[config.mk]
export PLATFORM = sky130hd
export DESIGN_NAME = ahb_lite_decoder_mux
export DESIGN_NICKNAME = d
export VERILOG_FILES = /design/src/rtl/ahb_lite_decoder_mux.sv
export SDC_FILE = /design/constraint.sdc
export NUM_CORES = 1
export LEC_CHECK = 0
export BUFFER_PORTS_ARGS = -buffer_cell sky130_fd_sc_hd__buf_2
export CORE_AREA = 2 2 83 85
export DETAILED_ROUTE_END_ITERATION = 8
export DIE_AREA = 0 0 85 87
export PLACE_DENSITY = 0.73
export SYNTH_ARGS = -nofsm -noshare
export SYNTH_HDL_FRONTEND = slang
export SYNTH_SLANG_ARGS = --single-unit
export TNS_END_PERCENT = 1
[constraint.sdc]
create_clock -name HCLK -period 3.5 [get_ports HCLK]
set_input_delay 0.875 -clock HCLK [delete_from_list [all_inputs] [get_ports HCLK]]
set_output_delay 0.875 -clock HCLK [all_outputs]
set_load 0.1 [all_outputs]
[src/rtl/ahb_lite_decoder_mux.sv]
// ----------------------------------------------------------------------------
// ahb_lite_decoder_mux
//
// AHB-Lite address decoder and slave response multiplexer sitting between the
// Cortex-M0 master port and up to four slaves (ROM, SRAM, GPIO, UART).
//
//   * Address phase: HSEL_S0..S3 decoded combinationally from HADDR.
//     Unmapped addresses raise an internal default-slave select.
//   * Data phase: a one-hot select register {DEF,S3,S2,S1,S0} captured while
//     HREADY is high steers HRDATA/HREADY/HRESP back to the master. HREADY
//     is also the system ready fanned out to every slave.
//   * Default slave: answers active transfers to unmapped space with a
//     two-cycle ERROR (HREADY 0/1, HRESP 1/1). IDLE/BUSY get zero-wait OKAY.
//
// Ports
//   HCLK, HRESETn            clock, asynchronous active-low reset
//   HADDR, HTRANS            master address-phase signals
//   HSEL_S0..HSEL_S3         slave selects (not qualified by HTRANS)
//   HRDATA_Sx/HREADYOUT_Sx/HRESP_Sx   slave responses
//   HREADY, HRDATA, HRESP    multiplexed response to the master
//   o_dbg_state              default-slave FSM state (IDLE=0, ERR1=1, ERR2=2)
//   o_dbg_dsel               data-phase select register {DEF,S3,S2,S1,S0}
//
// Handshake: a transfer's address phase is accepted on a rising HCLK edge
// where HREADY = 1; its data phase completes on the first later edge where
// HREADY = 1. HREADY = 0 stalls both the data phase and the next address.
// ----------------------------------------------------------------------------
module ahb_lite_decoder_mux #(
    parameter logic [31:0] ADDR_MASK = 32'hFF00_0000,
    parameter logic [31:0] S0_BASE   = 32'h0000_0000,
    parameter logic [31:0] S1_BASE   = 32'h2000_0000,
    parameter logic [31:0] S2_BASE   = 32'h4000_0000,
    parameter logic [31:0] S3_BASE   = 32'h4100_0000
) (
    input  logic        HCLK,
    input  logic        HRESETn,
    input  logic [31:0] HADDR,
    input  logic [1:0]  HTRANS,
    output logic        HSEL_S0,
    output logic        HSEL_S1,
    output logic        HSEL_S2,
    output logic        HSEL_S3,
    input  logic [31:0] HRDATA_S0,
    input  logic [31:0] HRDATA_S1,
    input  logic [31:0] HRDATA_S2,
    input  logic [31:0] HRDATA_S3,
    input  logic        HREADYOUT_S0,
    input  logic        HREADYOUT_S1,
    input  logic        HREADYOUT_S2,
    input  logic        HREADYOUT_S3,
    input  logic        HRESP_S0,
    input  logic        HRESP_S1,
    input  logic        HRESP_S2,
    input  logic        HRESP_S3,
    output logic        HREADY,
    output logic [31:0] HRDATA,
    output logic        HRESP,
    output logic [1:0]  o_dbg_state,
    output logic [4:0]  o_dbg_dsel
);

    localparam logic [1:0] ST_IDLE = 2'd0;
    localparam logic [1:0] ST_ERR1 = 2'd1;
    localparam logic [1:0] ST_ERR2 = 2'd2;

    logic [31:0] w_addr_masked;
    logic [3:0]  w_dec;
    logic        w_sel_def;
    logic        w_active;
    logic        w_unused;

    logic [4:0]  r_dsel;
    logic [1:0]  r_state;
    logic [1:0]  w_state_nxt;

    logic        w_def_hready;
    logic        w_def_hresp;

    // Only HTRANS[1] distinguishes NONSEQ/SEQ from IDLE/BUSY.
    assign w_unused = HTRANS[0];
    assign w_active = HTRANS[1];

    // ------------------------------------------------------------------
    // Address decode: purely from HADDR, so no path from any HREADYOUT.
    // ------------------------------------------------------------------
    assign w_addr_masked = HADDR & ADDR_MASK;
    assign w_dec[0]      = (w_addr_masked == S0_BASE);
    assign w_dec[1]      = (w_addr_masked == S1_BASE);
    assign w_dec[2]      = (w_addr_masked == S2_BASE);
    assign w_dec[3]      = (w_addr_masked == S3_BASE);
    assign w_sel_def     = ~|w_dec;

    assign HSEL_S0 = w_dec[0];
    assign HSEL_S1 = w_dec[1];
    assign HSEL_S2 = w_dec[2];
    assign HSEL_S3 = w_dec[3];

    // ------------------------------------------------------------------
    // Data-phase select: follows the address phase only when it is
    // accepted, so a stalled slave keeps ownership of the response mux.
    // ------------------------------------------------------------------
    always_ff @(posedge HCLK or negedge HRESETn) begin
        if (!HRESETn) begin
            r_dsel <= 5'b0_0000;
        end else if (HREADY) begin
            r_dsel <= {w_sel_def, w_dec};
        end
    end

    // ------------------------------------------------------------------
    // Default slave FSM. It tracks every unmapped active transfer whether
    // or not its output is currently routed; its outputs are only visible
    // to the master when r_dsel selects DEF.
    // ------------------------------------------------------------------
    always_comb begin
        w_state_nxt = r_state;
        case (r_state)
            ST_IDLE: begin
                if (HREADY && w_sel_def && w_active) begin
                    w_state_nxt = ST_ERR1;
                end
            end
            // Address phase is stalled here, so decode is deliberately ignored.
            ST_ERR1: w_state_nxt = ST_ERR2;
            ST_ERR2: begin
                if (w_sel_def && w_active) begin
                    w_state_nxt = ST_ERR1;
                end else begin
                    w_state_nxt = ST_IDLE;
                end
            end
            default: w_state_nxt = ST_IDLE;
        endcase
    end

    always_ff @(posedge HCLK or negedge HRESETn) begin
        if (!HRESETn) begin
            r_state <= ST_IDLE;
        end else begin
            r_state <= w_state_nxt;
        end
    end

    assign w_def_hready = (r_state != ST_ERR1);
    assign w_def_hresp  = (r_state == ST_ERR1) || (r_state == ST_ERR2);

    // ------------------------------------------------------------------
    // Response mux. An all-zero select (after reset) gives zero-wait OKAY.
    // ------------------------------------------------------------------
    always_comb begin
        HREADY = 1'b1;
        HRDATA = 32'h0000_0000;
        HRESP  = 1'b0;
        case (r_dsel)
            5'b0_0001: begin
                HREADY = HREADYOUT_S0;
                HRDATA = HRDATA_S0;
                HRESP  = HRESP_S0;
            end
            5'b0_0010: begin
                HREADY = HREADYOUT_S1;
                HRDATA = HRDATA_S1;
                HRESP  = HRESP_S1;
            end
            5'b0_0100: begin
                HREADY = HREADYOUT_S2;
                HRDATA = HRDATA_S2;
                HRESP  = HRESP_S2;
            end
            5'b0_1000: begin
                HREADY = HREADYOUT_S3;
                HRDATA = HRDATA_S3;
                HRESP  = HRESP_S3;
            end
            5'b1_0000: begin
                HREADY = w_def_hready;
                HRDATA = 32'h0000_0000;
                HRESP  = w_def_hresp;
            end
            default: begin
                HREADY = 1'b1;
                HRDATA = 32'h0000_0000;
                HRESP  = 1'b0;
            end
        endcase
    end

    assign o_dbg_state = r_state;
    assign o_dbg_dsel  = r_dsel;

endmodule

# After elaboration in Yosys (flattened, before gate mapping)
# Cells that the tools add are included.
[classes]
n_mux = 6
eq_ne = 12
n_reduce_logical = 8
[op_table]
columns = ["operator", "count"]
rows = [
  ["one-hot mux 32 bit (4 select lines)", 1],
  ["zero test 32 bit", 1],
  ["equality test 8 x 7 -> 1 bit, second input constant", 2],
  ["one-hot mux 1 bit (5 select lines)", 2],
  ["equality test 8 x 6 -> 1 bit, second input constant", 1],
  ["one-hot mux 2 bit (3 select lines)", 1],
  ["equality test 5 x 1 -> 1 bit, second input constant", 1],
  ["equality test 5 x 2 -> 1 bit, second input constant", 1],
  ["equality test 5 x 3 -> 1 bit, second input constant", 1],
  ["equality test 5 x 4 -> 1 bit, second input constant", 1],
  ["equality test 5 bit, second input constant", 1],
  ["OR reduction 4 bit", 1],
  ["logical AND 1 bit", 3],
  ["equality test 2 x 1 -> 1 bit, second input constant", 1],
  ["equality test 2 bit, second input constant", 1],
  ["zero test 2 bit", 1],
  ["two-way mux 2 bit", 1],
  ["inequality test 2 x 1 -> 1 bit, second input constant", 1],
  ["inequality test 2 bit, second input constant", 1],
  ["zero test 1 bit", 1],
  ["logical OR 1 bit", 1],
  ["two-way mux 1 bit", 1],
]
[word_totals]
output_inout_bits = 45
reg_bits = 7
input_bits = 172

# Depth between registers and ports, before layout
[logic_depth]
ltp_word = 7
depth_mapped = 8
ltp_nobuf = 8

# Least setup slack after synthesis
# OpenSTA, ideal clock, no wires.
[synth_timing]
path_kind = "input -> output"
from = "input HADDR[25]"
to = "output HSEL_S2"
required_ps = 2625
cell_stages = 3
path_buffers = 0
setup_slack_ps = -1791
t_arrival_ps = 4416
path_cell_list = "nor3_1 -> nand2_1 -> nor4b_1"
[synth_between]
elab_chain_cells = 1
[synth_rtl]
columns = ["element", "line_no", "rtl"]
rows = [
  ["from (decl)", "37", "input logic [31:0] HADDR,"],
  ["equality test 8 x 7 -> 1 bit", "89", "assign w_dec[2] = (w_addr_masked == S2_BASE);"],
  ["to (decl)", "41", "output logic HSEL_S2,"],
]
# No other way between the ends.

# Final worst setup path
[layout_timing]
from = "input HADDR[25]"
to = "output HSEL_S1"
[layout_between]
elab_chain_cells = 1
[layout_rtl]
columns = ["element", "line_no", "rtl"]
rows = [
  ["equality test 8 x 6 -> 1 bit", "88", "assign w_dec[1] = (w_addr_masked == S1_BASE);"],
  ["to (decl)", "40", "output logic HSEL_S1,"],
]
# No other way between the ends.

==> impl_metrics.py <==
metrics = {
    "outcome": {
        "status": "finished, final reports clean",
    },
    "logic_synthesis": {
        "ys.flop_type": "dfrtp_1",
        "syn-num-nets": 352,
        "ys_seq_area_frac": 0.139,
        "synth_edf_count": 0,
        "synth_cells": 175,
        "ys_types": 29,
        "syn_area_per_cell_um2": 7.20,
        "synth_area_um2": 1260,
        "yosysWarnings": 0,
        "async_flop_share": 1.00,
        "ys_seq_elements": 7,
    },
    "sta": {
        "finalHoldViolCount": 0,
        "period_needed_ns": 3.10,
        "rsz0062_at_grt": "false",
        "whs_ns": 0.478,
        "worstMarginPinSlew_ns": 0.496,
        "min_period_over_period": 0.884,
        "fmax_ghz": 0.323,
        "timing.final.max_slew_violations": 0,
        "timing.final.ws_setup_ns": 0.404,
        "skew_ns": 0.00144,
        "setup_viol": 0,
        "relSlewSlack": 0.669,
    },
    "hold_path": {
        "hp-class": "in -> async",
    },
    "placement": {
        "gp_congestion": 0.828,
        "portBuffers": 191,
        "place_area_um2": 2850,
        "dp_slack_ns": 0.395,
        "place_hpwl_mm": 5.45,
    },
    "worst_setup_path": {
        "crit_type": "in -> out",
        "cp.arrival_ns": 2.22,
        "start_kind": "input port",
        "end_kind": "output pin",
        "cp_max_fo": 4,
        "critPathRequiredTime_ns": 2.62,
        "path_cells": "buf_2, nor3_1, nand2_1, nor4b_2, buf_2",
        "ff2ff_setup_slack_ns": 1.15,
        "crit_path_frequent_cell": "buf_2",
        "cp_slowest_cell": "buf_2",
        "cp_slowest_stage_delay_ns": 0.48,
    },
    "layout": {
        "fin_nets": 539,
        "final_common_cell": "buf_2",
        "area_growth_pct": 130,
        "final_area_um2": 2890,
        "drive_gt1_frac": 0.587,
        "final_cell_mix": "buf_2 (158), a22oi_1 (65), nand2_1 (36)",
        "fin_util": 0.440,
    },
    "clock_network": {
        "clock_latency_ns": 0.22,
        "cts_buffer_depth": 2,
        "cts-resized-gates": 0,
        "clock-sinks": 7,
        "cts_root_buf": "clkbuf_8",
        "clk_pin_slew_ns": 0.04,
        "numCtsBuffers": 3,
        "post_cts_buffers": 0,
        "h-tree-depth": 1,
        "hold_buffers": 0,
        "cts_tree": "done",
    },
    "global_routing": {
        "grt_overflow": 0,
        "grt_pass1_wl_mm": 9.62,
        "antenna_found_initial": 1,
        "grt_pass1_vias": 2047,
        "grt_use_total": 0.158,
        "grt_max_degree": 27,
    },
    "drt": {
        "totalWireLength_mm": 6.49,
        "drt_iter0_drc": 84,
        "drt-vias-per-instance": 4.87,
        "num_vias": 2152,
        "ant_nets": 0,
        "avgRoutedWirePerCell_um": 14.7,
        "drc": 0,
        "firstDrtPassIters": 6,
    },
    "floorplan": {
        "dieArea_um2": 7400,
        "initial_core_util": 0.192,
        "die_w_um": 85,
        "ios": 217,
        "coreArea_um2": 6570,
        "num_rows": 30,
        "die_h_um": 87,
    },
    "power": {
        "power_uw": 715,
        "ir_drop_mv": 0.231,
        "p_per_area_nw_per_um2": 247,
        "p_leak_uw": 0.00152,
    },
    "job": {
        "maxCapViolations": 0,
    },
}
==> synthesized netlist by cell type, types with 3 or more instances <==
| master | n | share of area |
|---|---|---|
| a22oi_1 | 65 | 0.39 |
| nand2_1 | 36 | 0.11 |
| clkbuf_1 | 13 | 0.039 |
| dfrtp_1 | 7 | 0.14 |
| nor2_1 | 6 | 0.018 |
| ha_1 | 5 | 0.050 |
| mux2_2 | 5 | 0.045 |
| inv_1 | 4 | 0.012 |
| nor3_1 | 3 | 0.012 |
| nor4b_1 | 3 | 0.021 |
==> sequential cells by signal, summed over array words and instances (netlist names) <==
| signal | cells |
|---|---|
| o_dbg_dsel | 5 |
| o_dbg_state | 2 |
==> area by class of cell <==
cell class | count | area [µm²]
clock buffer | 4 | 45.0
sequential | 7 | 175
antenna | 1 | 2.50
inverter | 4 | 15.0
tap | 80 | 100
fill | 640 | 3680
multi-input combinational | 147 | 1030
timing repair buffer | 199 | 1520
==> cell families (layout without fill, tap and decap cells) <==
group / Yosys count / count (layout) / synth area share
simple gates: 58 / 58 / 0.213
flops: 7 / 7 / 0.139
xor+xnor: 1 / 1 / 0.00695
other cells: 0 / 1 / 0
buf+inv: 21 / 207 / 0.0645
mux: 8 / 8 / 0.0695
fa+ha+maj: 5 / 5 / 0.0497
compound gates: 75 / 75 / 0.458
==> worst max-delay path: cells and delay by family <==
family | cells | cell delay [ns]
buffers and inverters | 2 | 0.57
and+or+nand+nor | 3 | 0.77
==> through the flow <==
step	TNS [ns]	cells
after floorplan	-4.34	175
after global placement	0	437
after detailed placement	0	437
after CTS	0	441
after global routing	0	442
final	0	442
==> where the power goes <==
group	switching (µW)	internal, µW	total, µW	leakage (µW)
logic	316	180	496	0.00141
clock network	32.7	78.6	111	0.0000228
registers	16.1	92.1	108	0.0000902
==> routing by layer <==
layer	vias to the layer above	share of wire	GRT usage
met5	-	0	0
met4	0	0.013	0.0433
met2	109	0.54	0.320
met1	980	0.36	0.164
li1	1055	-	-
met3	8	0.085	0.0303
==> final timing paths <==
kind,from,endpoint,cells after the start
max in group asynchronous,HRESETn,o_dbg_dsel[2],1
hold / removal,HRESETn,o_dbg_dsel[0],1
setup reg to reg,o_dbg_dsel[4],o_dbg_state[1],8
min in group HCLK,o_dbg_state[1],o_dbg_state[1],1
setup / recovery,HADDR[25],HSEL_S1,5
hold reg to reg,o_dbg_state[1],o_dbg_state[1],1
(Power assumes the default switching activity.)
